==> src/rtl/ntt_stage_sched_if.sv <==
// Scheduler <-> controller / address-generator bundle for the NTT stage scheduler.
interface ntt_stage_sched_if #(
    parameter int unsigned N_STAGES = 7,
    parameter int unsigned GROUPS   = 16
);
    localparam int unsigned GROUP_W = (GROUPS > 1) ? $clog2(GROUPS) : 1;
    localparam int unsigned STAGE_W = (N_STAGES > 1) ? $clog2(N_STAGES) : 1;
    localparam int unsigned OLEN_W  = N_STAGES + 1;

    logic               start_i;
    logic               is_NTT;
    logic               busy_o;
    logic               issue_o;
    logic [GROUP_W-1:0] group_o;
    logic [STAGE_W-1:0] stage_o;
    logic [OLEN_W-1:0]  olen_o;
    logic               mode_o;
    logic               wb_en_o;
    logic               done_o;

    // Scheduler side
    modport master (
        input  start_i, is_NTT,
        output busy_o, issue_o, group_o, stage_o, olen_o, mode_o, wb_en_o, done_o
    );

    // Controller / consumer side
    modport slave (
        output start_i, is_NTT,
        input  busy_o, issue_o, group_o, stage_o, olen_o, mode_o, wb_en_o, done_o
    );
endinterface

==> src/rtl/ntt_stage_sched.sv <==
// Stage scheduler for the 8-BU NTT/INTT core: issues GROUPS butterfly groups per
// layer, drains the read+BU pipeline for BU_LAT cycles, repeats for N_STAGES layers.
module ntt_stage_sched #(
    parameter int unsigned N_STAGES = 7,
    parameter int unsigned GROUPS   = 16,
    parameter int unsigned BU_LAT   = 6
) (
    input  logic                clk_i,
    input  logic                rst_i,
    ntt_stage_sched_if.master   bus
);
    localparam int unsigned GROUP_W  = (GROUPS > 1) ? $clog2(GROUPS) : 1;
    localparam int unsigned STAGE_W  = (N_STAGES > 1) ? $clog2(N_STAGES) : 1;
    localparam int unsigned DRAIN_W  = (BU_LAT > 1) ? $clog2(BU_LAT) : 1;
    localparam int unsigned OLEN_W   = N_STAGES + 1;
    localparam int unsigned OLEN_MAX = 1 << N_STAGES;
    localparam int unsigned OLEN_MIN = 2;

    typedef enum logic [1:0] {
        S_IDLE  = 2'd0,
        S_ISSUE = 2'd1,
        S_DRAIN = 2'd2,
        S_DONE  = 2'd3
    } state_t;

    state_t             state_q;
    logic [GROUP_W-1:0] group_q;
    logic [DRAIN_W-1:0] drain_q;
    logic [STAGE_W-1:0] stage_q;
    logic [OLEN_W-1:0]  olen_q;
    logic               mode_q;
    logic               issue_q;
    logic               busy_q;
    logic               done_q;
    logic [BU_LAT-1:0]  wb_sr;

    // Layer sequencing FSM with registered outputs
    always_ff @(posedge clk_i) begin
        if (rst_i) begin
            state_q <= S_IDLE;
            group_q <= '0;
            drain_q <= '0;
            stage_q <= '0;
            olen_q  <= '0;
            mode_q  <= 1'b0;
            issue_q <= 1'b0;
            busy_q  <= 1'b0;
            done_q  <= 1'b0;
        end else begin
            done_q <= 1'b0;
            case (state_q)
                S_IDLE: begin
                    if (bus.start_i) begin
                        mode_q  <= bus.is_NTT;
                        stage_q <= '0;
                        group_q <= '0;
                        drain_q <= '0;
                        olen_q  <= bus.is_NTT ? OLEN_W'(OLEN_MAX) : OLEN_W'(OLEN_MIN);
                        issue_q <= 1'b1;
                        busy_q  <= 1'b1;
                        state_q <= S_ISSUE;
                    end
                end
                S_ISSUE: begin
                    if (group_q == GROUP_W'(GROUPS - 1)) begin
                        group_q <= '0;
                        drain_q <= '0;
                        issue_q <= 1'b0;
                        state_q <= S_DRAIN;
                    end else begin
                        group_q <= group_q + GROUP_W'(1);
                    end
                end
                S_DRAIN: begin
                    if (drain_q == DRAIN_W'(BU_LAT - 1)) begin
                        drain_q <= '0;
                        if (stage_q == STAGE_W'(N_STAGES - 1)) begin
                            done_q  <= 1'b1;
                            state_q <= S_DONE;
                        end else begin
                            stage_q <= stage_q + STAGE_W'(1);
                            olen_q  <= mode_q ? (olen_q >> 1) : (olen_q << 1);
                            group_q <= '0;
                            issue_q <= 1'b1;
                            state_q <= S_ISSUE;
                        end
                    end else begin
                        drain_q <= drain_q + DRAIN_W'(1);
                    end
                end
                S_DONE: begin
                    busy_q  <= 1'b0;
                    state_q <= S_IDLE;
                end
                default: state_q <= S_IDLE;
            endcase
        end
    end

    // Write-back enable: issue delayed exactly BU_LAT cycles
    if (BU_LAT == 1) begin : g_wb_one
        always_ff @(posedge clk_i) begin
            if (rst_i) wb_sr <= '0;
            else       wb_sr <= issue_q;
        end
    end else begin : g_wb_many
        always_ff @(posedge clk_i) begin
            if (rst_i) wb_sr <= '0;
            else       wb_sr <= {wb_sr[BU_LAT-2:0], issue_q};
        end
    end

    assign bus.busy_o  = busy_q;
    assign bus.issue_o = issue_q;
    assign bus.group_o = group_q;
    assign bus.stage_o = stage_q;
    assign bus.olen_o  = olen_q;
    assign bus.mode_o  = mode_q;
    assign bus.wb_en_o = wb_sr[BU_LAT-1];
    assign bus.done_o  = done_q;
endmodule

==> src/flat_wrapper.sv <==
// flat-port wrapper written by rule: the top's interface ports become plain ports
module ntt_stage_sched_flat 
#(
    parameter int unsigned N_STAGES = 7,
    parameter int unsigned GROUPS   = 16,
    parameter int unsigned BU_LAT   = 6
)
  (clk_i, rst_i, bus_start_i, bus_is_NTT, bus_busy_o, bus_issue_o, bus_group_o, bus_stage_o, bus_olen_o, bus_mode_o, bus_wb_en_o, bus_done_o);
  ntt_stage_sched_if #(.N_STAGES(N_STAGES), .GROUPS(GROUPS)) bus_i ();
  input  logic clk_i;
  input  logic rst_i;
  input wire logic [$bits(bus_i.start_i)-1:0] bus_start_i;
  input wire logic [$bits(bus_i.is_NTT)-1:0] bus_is_NTT;
  output wire logic [$bits(bus_i.busy_o)-1:0] bus_busy_o;
  output wire logic [$bits(bus_i.issue_o)-1:0] bus_issue_o;
  output wire logic [$bits(bus_i.group_o)-1:0] bus_group_o;
  output wire logic [$bits(bus_i.stage_o)-1:0] bus_stage_o;
  output wire logic [$bits(bus_i.olen_o)-1:0] bus_olen_o;
  output wire logic [$bits(bus_i.mode_o)-1:0] bus_mode_o;
  output wire logic [$bits(bus_i.wb_en_o)-1:0] bus_wb_en_o;
  output wire logic [$bits(bus_i.done_o)-1:0] bus_done_o;
  assign bus_i.start_i = bus_start_i;
  assign bus_i.is_NTT = bus_is_NTT;
  assign bus_busy_o = bus_i.busy_o;
  assign bus_issue_o = bus_i.issue_o;
  assign bus_group_o = bus_i.group_o;
  assign bus_stage_o = bus_i.stage_o;
  assign bus_olen_o = bus_i.olen_o;
  assign bus_mode_o = bus_i.mode_o;
  assign bus_wb_en_o = bus_i.wb_en_o;
  assign bus_done_o = bus_i.done_o;
  ntt_stage_sched #(.N_STAGES(N_STAGES), .GROUPS(GROUPS), .BU_LAT(BU_LAT)) u_core (.clk_i(clk_i), .rst_i(rst_i), .bus(bus_i));
endmodule
==> config.mk <==
export PLATFORM = sky130hd
export DESIGN_NAME = ntt_stage_sched_flat
export DESIGN_NICKNAME = d
export VERILOG_FILES = /design/src/rtl/ntt_stage_sched_if.sv /design/src/rtl/ntt_stage_sched.sv /design/src/flat_wrapper.sv
export SDC_FILE = /design/constraint.sdc
export NUM_CORES = 1
export LEC_CHECK = 0
export CORE_UTILIZATION = 48
export CTS_BUF_LIST = sky130_fd_sc_hd__clkbuf_4
export CTS_CLUSTER_SIZE = 20
export DETAILED_ROUTE_END_ITERATION = 16
export PLACE_DENSITY = 0.87
export RECOVER_POWER = 50
export SLEW_MARGIN = 20
export SYNTH_ARGS = -nofsm -noshare
export SYNTH_HDL_FRONTEND = slang
export SYNTH_SLANG_ARGS = --single-unit
export TNS_END_PERCENT = 50
==> constraint.sdc <==
create_clock -name clk_i -period 1.6 [get_ports clk_i]
set_clock_uncertainty 0.2 [all_clocks]
set_input_delay 0.16 -clock clk_i [delete_from_list [all_inputs] [get_ports clk_i]]
set_output_delay 0.16 -clock clk_i [all_outputs]
set_load 0.005 [all_outputs]
; Word level (Yosys, flattened, before mapping)
; Index checks and enable logic that the tools add are counted.
[totals]
input_bits = 4
regBits = 30
wordCells = 67
[op_classes]
n_bitwise = 2
eq_ne = 10
mux = 30
reduce_logical = 12
n_addsub = 3
[op_table]
columns = op, n
row1 = $mux W8, 5
row2 = $mux W4, 4
row3 = $pmux W8 S2, 1
row4 = $mux W3, 5
row5 = $pmux W4 S3, 1
row6 = $pmux W3 S3, 1
row7 = $mux W2, 4
row8 = $pmux W2 S4, 1
row9 = $reduce_and A4 Y1, 2
row10 = $add A3 B1 Y3 const B, 2
row11 = $eq A3 B3 Y1 const B, 2
row12 = $pmux W3 S2, 1
row13 = $reduce_and A3 Y1, 2
row14 = $mux W1, 5
row15 = $reduce_and A5 Y1, 1
row16 = $add A4 B1 Y4 const B, 1
row17 = $eq A2 B2 Y1 const B, 2
row18 = $eq A4 B4 Y1 const B, 1
row19 = $ne A2 B1 Y1 const B, 2
row20 = $ne A2 B2 Y1 const B, 2
row21 = $reduce_and A2 Y1, 2
row22 = $reduce_bool A2 Y1, 2
row23 = $pmux W1 S3, 1
row24 = $reduce_bool A3 Y1, 1
row25 = 5 further kinds, 6

; Logic depth before layout (Yosys ltp)
; Gate-level depths: netlist of the first run.
[logic_depth]
depth_word = 4
depth_mapped = 7
mapped_depth_nobuf = 6

; Worst setup path after synthesis of the first run
; OpenSTA, ideal clock, no wires.
[synth_timing]
kind = register -> register
start = register u_core.stage_q[0], in the netlist u_core.bus.stage_o[0]
end = register u_core.stage_q[1], in the netlist u_core.bus.stage_o[1]
path_stages_with_launch = 7
arrival_ns = 1.301
setup_slack_ns = -0.018
t_required_ns = 1.283
cell_sequence = dfxtp_1 > inv_1 > ha_1 > nand2_1 > a31oi_1 > buf_4 > a32o_1
[synth_between]
elab_chain_len = 4
[synth_lines]
columns = element, line
row1 = from (decl), ntt_stage_sched.sv:29  ; logic [STAGE_W-1:0] stage_q;
row2 = from (signal assigned), ntt_stage_sched.sv:81  ; stage_q <= stage_q + STAGE_W'(1);
row3 = $add A3 B1 Y3, ntt_stage_sched.sv:81
row4 = $mux W3, ntt_stage_sched.sv:77  ; if (stage_q == STAGE_W'(N_STAGES - 1)) begin
row5 = $mux W3, ntt_stage_sched.sv:75  ; if (drain_q == DRAIN_W'(BU_LAT - 1)) begin
row6 = $pmux W3 S2, ntt_stage_sched.sv:51  ; case (state_q)
; Several ways; a longest one is shown, not always the timed one. The select of a mux whose other input is x is not followed.
; A chain may end at the register's enable or synchronous reset.

; Final worst setup path of the first run
[layout_timing]
start = register u_core.olen_q[6], in the netlist u_core.bus.olen_o[6]
end = output port bus_olen_o[6]
[layout_lines]
columns = element, line
row1 = from (decl), ntt_stage_sched.sv:30  ; logic [OLEN_W-1:0] olen_q;
row2 = from (signal assigned), ntt_stage_sched.sv:58  ; olen_q <= bus.is_NTT ? OLEN_W'(OLEN_MAX) : OLEN_W'(OLEN_MIN);
row3 = from (signal assigned), ntt_stage_sched.sv:82  ; olen_q <= mode_q ? (olen_q >> 1) : (olen_q << 1);
row4 = to (decl), flat_wrapper.sv:18  ; output wire logic [$bits(bus_i.olen_o)-1:0] bus_olen_o;
; No word-level cell between the ends.

==> results of run 1 <==
-- sequential cells by signal, summed over array words and instances (netlist names) --
signal / cells
u_core.bus.olen_o: 8
u_core.wb_sr: 6
u_core.bus.group_o: 4
u_core.bus.stage_o: 3
u_core.drain_q: 3
u_core.state_q: 2
u_core.bus.busy_o: 1
u_core.bus.done_o: 1
u_core.bus.issue_o: 1
u_core.bus.mode_o: 1
-- worst min path at each step --
stage	end	slack [ps]
2_1_floorplan	u_core.bus.mode_o$_SDFFE_PP0P_	100
3_3_place_gp	u_core.wb_sr[1]$_SDFF_PP0_	220
3_5_place_dp	u_core.wb_sr[5]$_SDFF_PP0_	230
4_1_cts	u_core.bus.mode_o$_SDFFE_PP0P_	250
5_1_grt	u_core.wb_sr[2]$_SDFF_PP0_	270
6_report	u_core.wb_sr[5]$_SDFF_PP0_	250
-- cells in the final DEF (no fill, tap or decap), types with 2 or more instances in the layout --
cell and count:
a21o_1 2, a21oi_1 7, a22oi_1 4, a32o_1 2
buf_4 28, clkbuf_4 5, clkdlybuf4s50_1 11, dfxtp_1 20
dfxtp_2 9, dlygate4sd2_1 3, dlymetal6s2s_1 8, ha_1 3
inv_1 2, mux2_2 5, nand2_1 6, nand2b_1 3
nand3_1 6, nor2_1 14, nor2b_1 8, o21a_1 2
o21ai_0 4, o31ai_1 2
-- through the flow --
| stage | std cells | utilization | cell area (um2) | hold slack (ps) |
|---|---|---|---|---|
| after floorplan | 138 | - | 1310 | 96.0 |
| after global placement | 210 | 0.690 | 1740 | 220 |
| after detailed placement | 210 | 0.690 | 1740 | 235 |
| after CTS | 218 | 0.733 | 1850 | 246 |
| after global routing | 221 | 0.756 | 1910 | 266 |
| final | 221 | 0.756 | 1910 | 254 |
-- power groups by stage --
| stage | Sequential (mW) | Clock (mW) | Combinational (mW) |
|---|---|---|---|
| finish | 0.782 | 0.432 | 0.169 |
| global route | 0.785 | 0.477 | 0.183 |
| CTS | 0.778 | 0.447 | 0.166 |
| detailed placement | 0.797 | 0 | 0.161 |
| global placement | 0.795 | 0 | 0.156 |
| floorplan | 0.795 | 0 | 0.0801 |
-- area by class of cell --
class / instances / area (um2)
Tap cell: 30 / 37.5
Clock buffer: 5 / 37.5
Fill cell: 198 / 614
Clock inverter: 3 / 16.3
Sequential cell: 30 / 616
Inverter: 2 / 7.51
Timing Repair Buffer: 53 / 465
Multi-Input combinational cell: 98 / 728
-- layer usage --
metal / share of wire / wire, um
met1: 0.43 / 1460
met2: 0.51 / 1710
met3: 0.043 / 146
met4: 0.019 / 65
met5: 0 / 0
-- repair_timing --
action	in CTS	in global routing
gates resized for setup	27	20
setup buffers	0	3
setup endpoints to repair	28	27
pin swaps	0	4
hold endpoints to repair	0	0
-- logic make-up after synthesis --
| kind of cell | Yosys count | share of synthesized area |
|---|---|---|
| and+or+nand+nor | 51 | 0.216 |
| AOI/OAI and AO/OA | 37 | 0.201 |
| DFF | 30 | 0.458 |
| buffers and inverters | 10 | 0.0391 |
| muxes | 6 | 0.0505 |
| adders and majority gates | 3 | 0.0286 |
| xor gates and xnor gates | 1 | 0.00667 |
==> metrics.yaml, run 1 <==
overflow: 0
synthArstFlopShare: 0
yosysUniqueCellTypes: 42
ys_ff_latch: 30
maxSlewHeadroom: 0.726
worst_slew_pin_slew_ps: 412
gp_congestion: 0.857
drtIter0Drc: 42
grtUsageMet2: 0.427
grt_start_max_net_pins: 11
syn_inst: 138
synth_edf_count: 0
fin_crit_sh: 0.972
n_antenna_cell: 0
core_um2: 2520
worstSetupPathType: "register to primary output"
synth_area_leaders: "dfxtp_1 46%, mux2_2 4.3%, nor2_1 4.3%, nor2b_1 4.3%, a22oi_1 2.9%"
drc: 0
crit_path_start: "u_core.bus.olen_o[6]$_SDFFE_PP0P_"
reg2regPathDepth: 7
maxSlewViolCount: 0
arrival_ps: 1190
r2r_slack_ps: 50
dpl.hpwl_um: 2250
setup_ws_ps: 45.5
ioPinCount: 24
cap_violations: 0
combinationalPowerShare: 0.122
cts-root-buf: "clkbuf_4"
crit_buf_inv: 1
min_path_type: "register to register"
p_total_mw: 1.38
post-place-ws_ps: -259
r2r_start: "u_core.bus.stage_o[0]$_SDFFE_PP0P_"
setup_viol: 0
fmax_mhz: 643
swShare: 0.263
grt_util_met3: 0.0778
min_period_ps: 1550
grt_pass1_vias: 1207
p_switching_mw: 0.364
cts_hold_buf: 0
busiest_layer: "met2"
viasPerCell: 5.48
endpoint: "bus_olen_o[6]"
p_int_mw: 1.02
crit_chain: "clkdlybuf4s50_1"
floorplan.initialDensity: 0.520
die_area_um2: 2950
die_y_um: 54.3
fin_nets: 197
holdPathStages: 1
io_buffers: 23
synthDominantCellAreaShare: 0.458
clk_path_buf_depth: 2
crit_path_end_kind: "primary output"
min_from: "u_core.wb_sr[4]$_SDFF_PP0_"
yosys_warnings: 0
vias: 1212
drive_gt1_frac: 0.346
finalSetupTns_ps: 0
synth_fp_nets: 145
cts_buffers: 5
path_clk_slew_ps: 100
power.leakage_nw: 0.895
ys_top_cells_by_count: "30 x dfxtp_1, 15 x nor2_1, 9 x nor2b_1"
synthToLayoutAreaGrowth_pct: 45.4
ir_drop_mv: 0.712
ant_nets: 0
powerDensity_nw_per_um2: 725
finalWirelength_um: 3380
cp_slowest_stage_delay_ps: 500
syn-cell-area_um2: 1310
status: "complete, no violations"
cp_max_fo: 4
synth_top_cell_by_area: "dfxtp_1"
critPathLaunchType: "register"
rows: 18
grt_use_total: 0.255
first_pass_iters: 5
cts_max_level: 2
cts_tree: "yes"
pwr-share-seq: 0.565
cp.depth: 1
antenna_found_initial: 0
avgSynthCellArea_um2: 9.51
yosysMostFrequentCell: "dfxtp_1"
report.final.hold_viol_count: 0
grt_pass1_wl_um: 5150
r2r_end: "u_core.bus.olen_o[3]$_SDFFE_PP0P_"
met1_usage: 0.281
clock_sinks: 30
path_delay_family: "buffers and inverters"
required_ps: 1240
clk-insertion-delay-late_ps: 340
dieWidth_um: 54.3
yosysSeqAreaShare: 0.458
cpMaxStageDelayCell: "clkdlybuf4s50_1"
clock_power_share: 0.312
wl_per_cell_um: 15.3
synthFlopType: "dfxtp_1"
No activity file was read; power rests on OpenSTA's default activity.
==> run 2: changes to the inputs <==
--- a/config.mk
+++ b/config.mk
@@ -5,11 +5,10 @@
 export SDC_FILE = /design/constraint.sdc
 export NUM_CORES = 1
 export LEC_CHECK = 0
-export CORE_UTILIZATION = 48
+export CORE_UTILIZATION = 53
 export CTS_BUF_LIST = sky130_fd_sc_hd__clkbuf_4
-export CTS_CLUSTER_SIZE = 20
 export DETAILED_ROUTE_END_ITERATION = 16
-export PLACE_DENSITY = 0.87
+export PLACE_DENSITY = 0.91
 export RECOVER_POWER = 50
 export SLEW_MARGIN = 20
 export SYNTH_ARGS = -nofsm -noshare
==> constraint.sdc (replaced) <==
create_clock -name clk_i -period 1.5 [get_ports clk_i]
set_clock_uncertainty 0.2 [all_clocks]
set_input_delay 0.15 -clock clk_i [delete_from_list [all_inputs] [get_ports clk_i]]
set_output_delay 0.15 -clock clk_i [all_outputs]
set_load 0.005 [all_outputs]
==> run 2 against run 1 <==
The run now ends with setup timing left. Highest routed layer unchanged. Clock-buffer cell count stayed put. Power increased by 9.0%. Final area rose by 9.1%. Routed wire length increased by 46%. Clock power grew 4.6%. Largest power group unchanged. Hold slack lost 2.0 ps. Die area down 9.1%. Worst setup slack got worse by 200 ps. Sequential share of layout area shrank 1.6 points.
==> metrics.yaml, run 2 (same netlist as run 1, synthesis figures left out) <==
cts_max_level: 2  # unchanged
io_buffers: 23  # unchanged
pwr-share-seq: 0.557  # was 0.565
ant_nets: 0  # unchanged
busiest_layer: "met2"  # unchanged
grt_pass1_wl_um: 6330  # was 5150 um
required_ps: 1570  # was 1240 ps
synthToLayoutAreaGrowth_pct: 58.6  # was 45.4%
cp.depth: 5  # was 1
antenna_found_initial: 0  # unchanged
cp_max_fo: 4  # unchanged
die_area_um2: 2680  # was 2950 um2
drtIter0Drc: 86  # was 42
grt_start_max_net_pins: 14  # was 11
viasPerCell: 6.52  # was 5.48
fin_area_um2: 2080  # was 1910 um2
largest_reg_flops: 8  # unchanged
crit_buf_inv: 1  # unchanged
status: "finished, violations left"  # was complete, no violations
p_switching_mw: 0.417  # was 0.364 mW
cts_hold_buf: 0  # unchanged
grtUsageMet2: 0.545  # was 0.427
worst_slew_pin_slew_ps: 315  # was 412 ps
cts_tree: "yes"  # unchanged
clk_path_buf_depth: 2  # unchanged
drc: 0  # unchanged
power.leakage_nw: 0.888  # was 0.895 nW
utilization: 0.915  # was 0.756
final_common_cell: "buf_4"  # unchanged
maxSlewViolCount: 0  # unchanged
path_clk_slew_ps: 90  # was 100 ps
reg2regPathDepth: 6  # was 7
die_y_um: 51.8  # was 54.3 um
met1_usage: 0.395  # was 0.281
combinationalPowerShare: 0.143  # was 0.122
n_antenna_cell: 0  # unchanged
grt_pass1_vias: 1317  # was 1207
rows: 17  # was 18
cap_violations: 0  # unchanged
final_cell_mix: "27 x buf_4, 17 x dlygate4sd2_1, 15 x dfxtp_2"  # was 28 x buf_4, 20 x dfxtp_1, 14 x nor2_1
cts_buffers: 5  # unchanged
cp_slowest_stage_delay_ps: 580  # was 500 ps
gp_congestion: 0.861  # was 0.857
min_period_ps: 1660
setup_ws_ps: -159  # was 45.5 ps
core_um2: 2280  # was 2520 um2
p_int_mw: 1.09  # was 1.02 mW
violations: "setup timing"
first_pass_iters: 5  # unchanged
vias: 1453  # was 1212
fin_nets: 202  # was 197
min_path_type: "register to register"  # unchanged
dpl.hpwl_um: 2170  # was 2250 um
finalSetupTns_ps: -862  # was 0 ps
holdPathStages: 1  # unchanged
clock_sinks: 30  # unchanged
floorplan.initialDensity: 0.577  # was 0.520
powerDensity_nw_per_um2: 724  # was 725 nW/um2
hold_slack_ps: 252  # was 254 ps
grt_use_total: 0.334  # was 0.255
finalNonFillerCells: 223  # was 221
p_total_mw: 1.51  # was 1.38 mW
fmax_mhz: 603
drive_gt1_frac: 0.513  # was 0.346
crit_chain: "clkdlybuf4s50_1 -> nor3b_2 -> a31oi_4 -> a2111oi_4 -> a31o_1"  # was clkdlybuf4s50_1
fin_crit_sh: 1.11
dieWidth_um: 51.8  # was 54.3 um
dp.cells: 207  # was 210
finalWirelength_um: 4940  # was 3380 um
report.final.hold_viol_count: 0  # unchanged
wl_per_cell_um: 22.2  # was 15.3 um
ioPinCount: 24  # unchanged
clock_power_share: 0.300  # was 0.312
ir_drop_mv: 0.820  # was 0.712 mV
swShare: 0.276  # was 0.263
rsz0062_at_grt: "yes"
cpMaxStageDelayCell: "clkdlybuf4s50_1"  # unchanged
clk-insertion-delay-late_ps: 330  # was 340 ps
post-place-ws_ps: -351  # was -259 ps
path_delay_family: "compound AO/OA/AOI/OAI gates"  # was buffers and inverters
grt_util_met3: 0.0848  # was 0.0778
cts-root-buf: "clkbuf_4"  # unchanged
setup_viol: 15  # was 0
placed_area_um2: 1760  # was 1740 um2
arrival_ps: 1730  # was 1190 ps
overflow: 0  # unchanged
maxSlewHeadroom: 0.789  # was 0.726
crit_path_end_kind: "register"  # was primary output
critPathLaunchType: "input pin"  # was register
worstSetupPathType: "input pin to register"  # was register to primary output
==> run 2: cell count changes in the layout (fill, tap and decap cells not counted), sizes merged, moves of 2 or more <==
cell and delta:
clkdlybuf4s50 -9, buf +7, dlygate4sd2 +14, clkbuf -2, dlymetal6s2s -8, clkdlybuf4s25 +2
==> run 2: worst paths after layout <==
| check | startpoint | end | slack (ps) |
|---|---|---|---|
| max | bus_start_i | u_core.bus.olen_o[1]$_SDFFE_PP0P_ | -160 |
| min | u_core.wb_sr[4]$_SDFF_PP0_ | u_core.wb_sr[5]$_SDFF_PP0_ | 250 |
| max reg2reg | u_core.bus.stage_o[1]$_SDFFE_PP0P_ | u_core.bus.olen_o[1]$_SDFFE_PP0P_ | -130 |
| min reg2reg | u_core.wb_sr[4]$_SDFF_PP0_ | u_core.wb_sr[5]$_SDFF_PP0_ | 250 |
==> run 2: final cells by class <==
cell class	instances	area (um2)
Fill cell	75	194
Multi-Input combinational cell	98	852
Inverter	2	7.51
Clock buffer	5	37.5
Tap cell	28	35.0
Timing Repair Buffer	58	502
Sequential cell	30	638
Clock inverter	2	10.0
==> run 2: power by group through the flow <==
stage	Combinational (mW)	Clock, mW	Sequential, mW
6_report	0.216	0.452	0.839
5_1_grt	0.224	0.494	0.841
4_1_cts	0.178	0.440	0.836
3_5_place_dp	0.163	0	0.857
3_3_place_gp	0.158	0	0.855
2_1_floorplan	0.0867	0	0.848
==> run 2: per-layer routing <==
| metal | up-vias | routed length [um] |
|---|---|---|
| met5 | - | 0 |
| met4 | 0 | 227 |
| met3 | 32 | 364 |
| met2 | 99 | 2360 |
| met1 | 705 | 1990 |
| li1 | 617 | - |
==> run 2: worst reg2reg max path, cell delays in order (launching register included) <==
cell and delay (ps):
dfxtp_2 340, buf_6 110, ha_4 160, nand2_4 90, a31oi_4 130, a2111oi_4 380, a31o_1 160
==> run 2: repair_timing <==
item / CTS / global route
gates cloned: 0 / 0
pin swaps: 5 / 9
buffers inserted: 6 / 3
endpoints found under the setup margin: 35 / 24
endpoints found under the hold margin: 0 / 0
resized for setup: 57 / 28
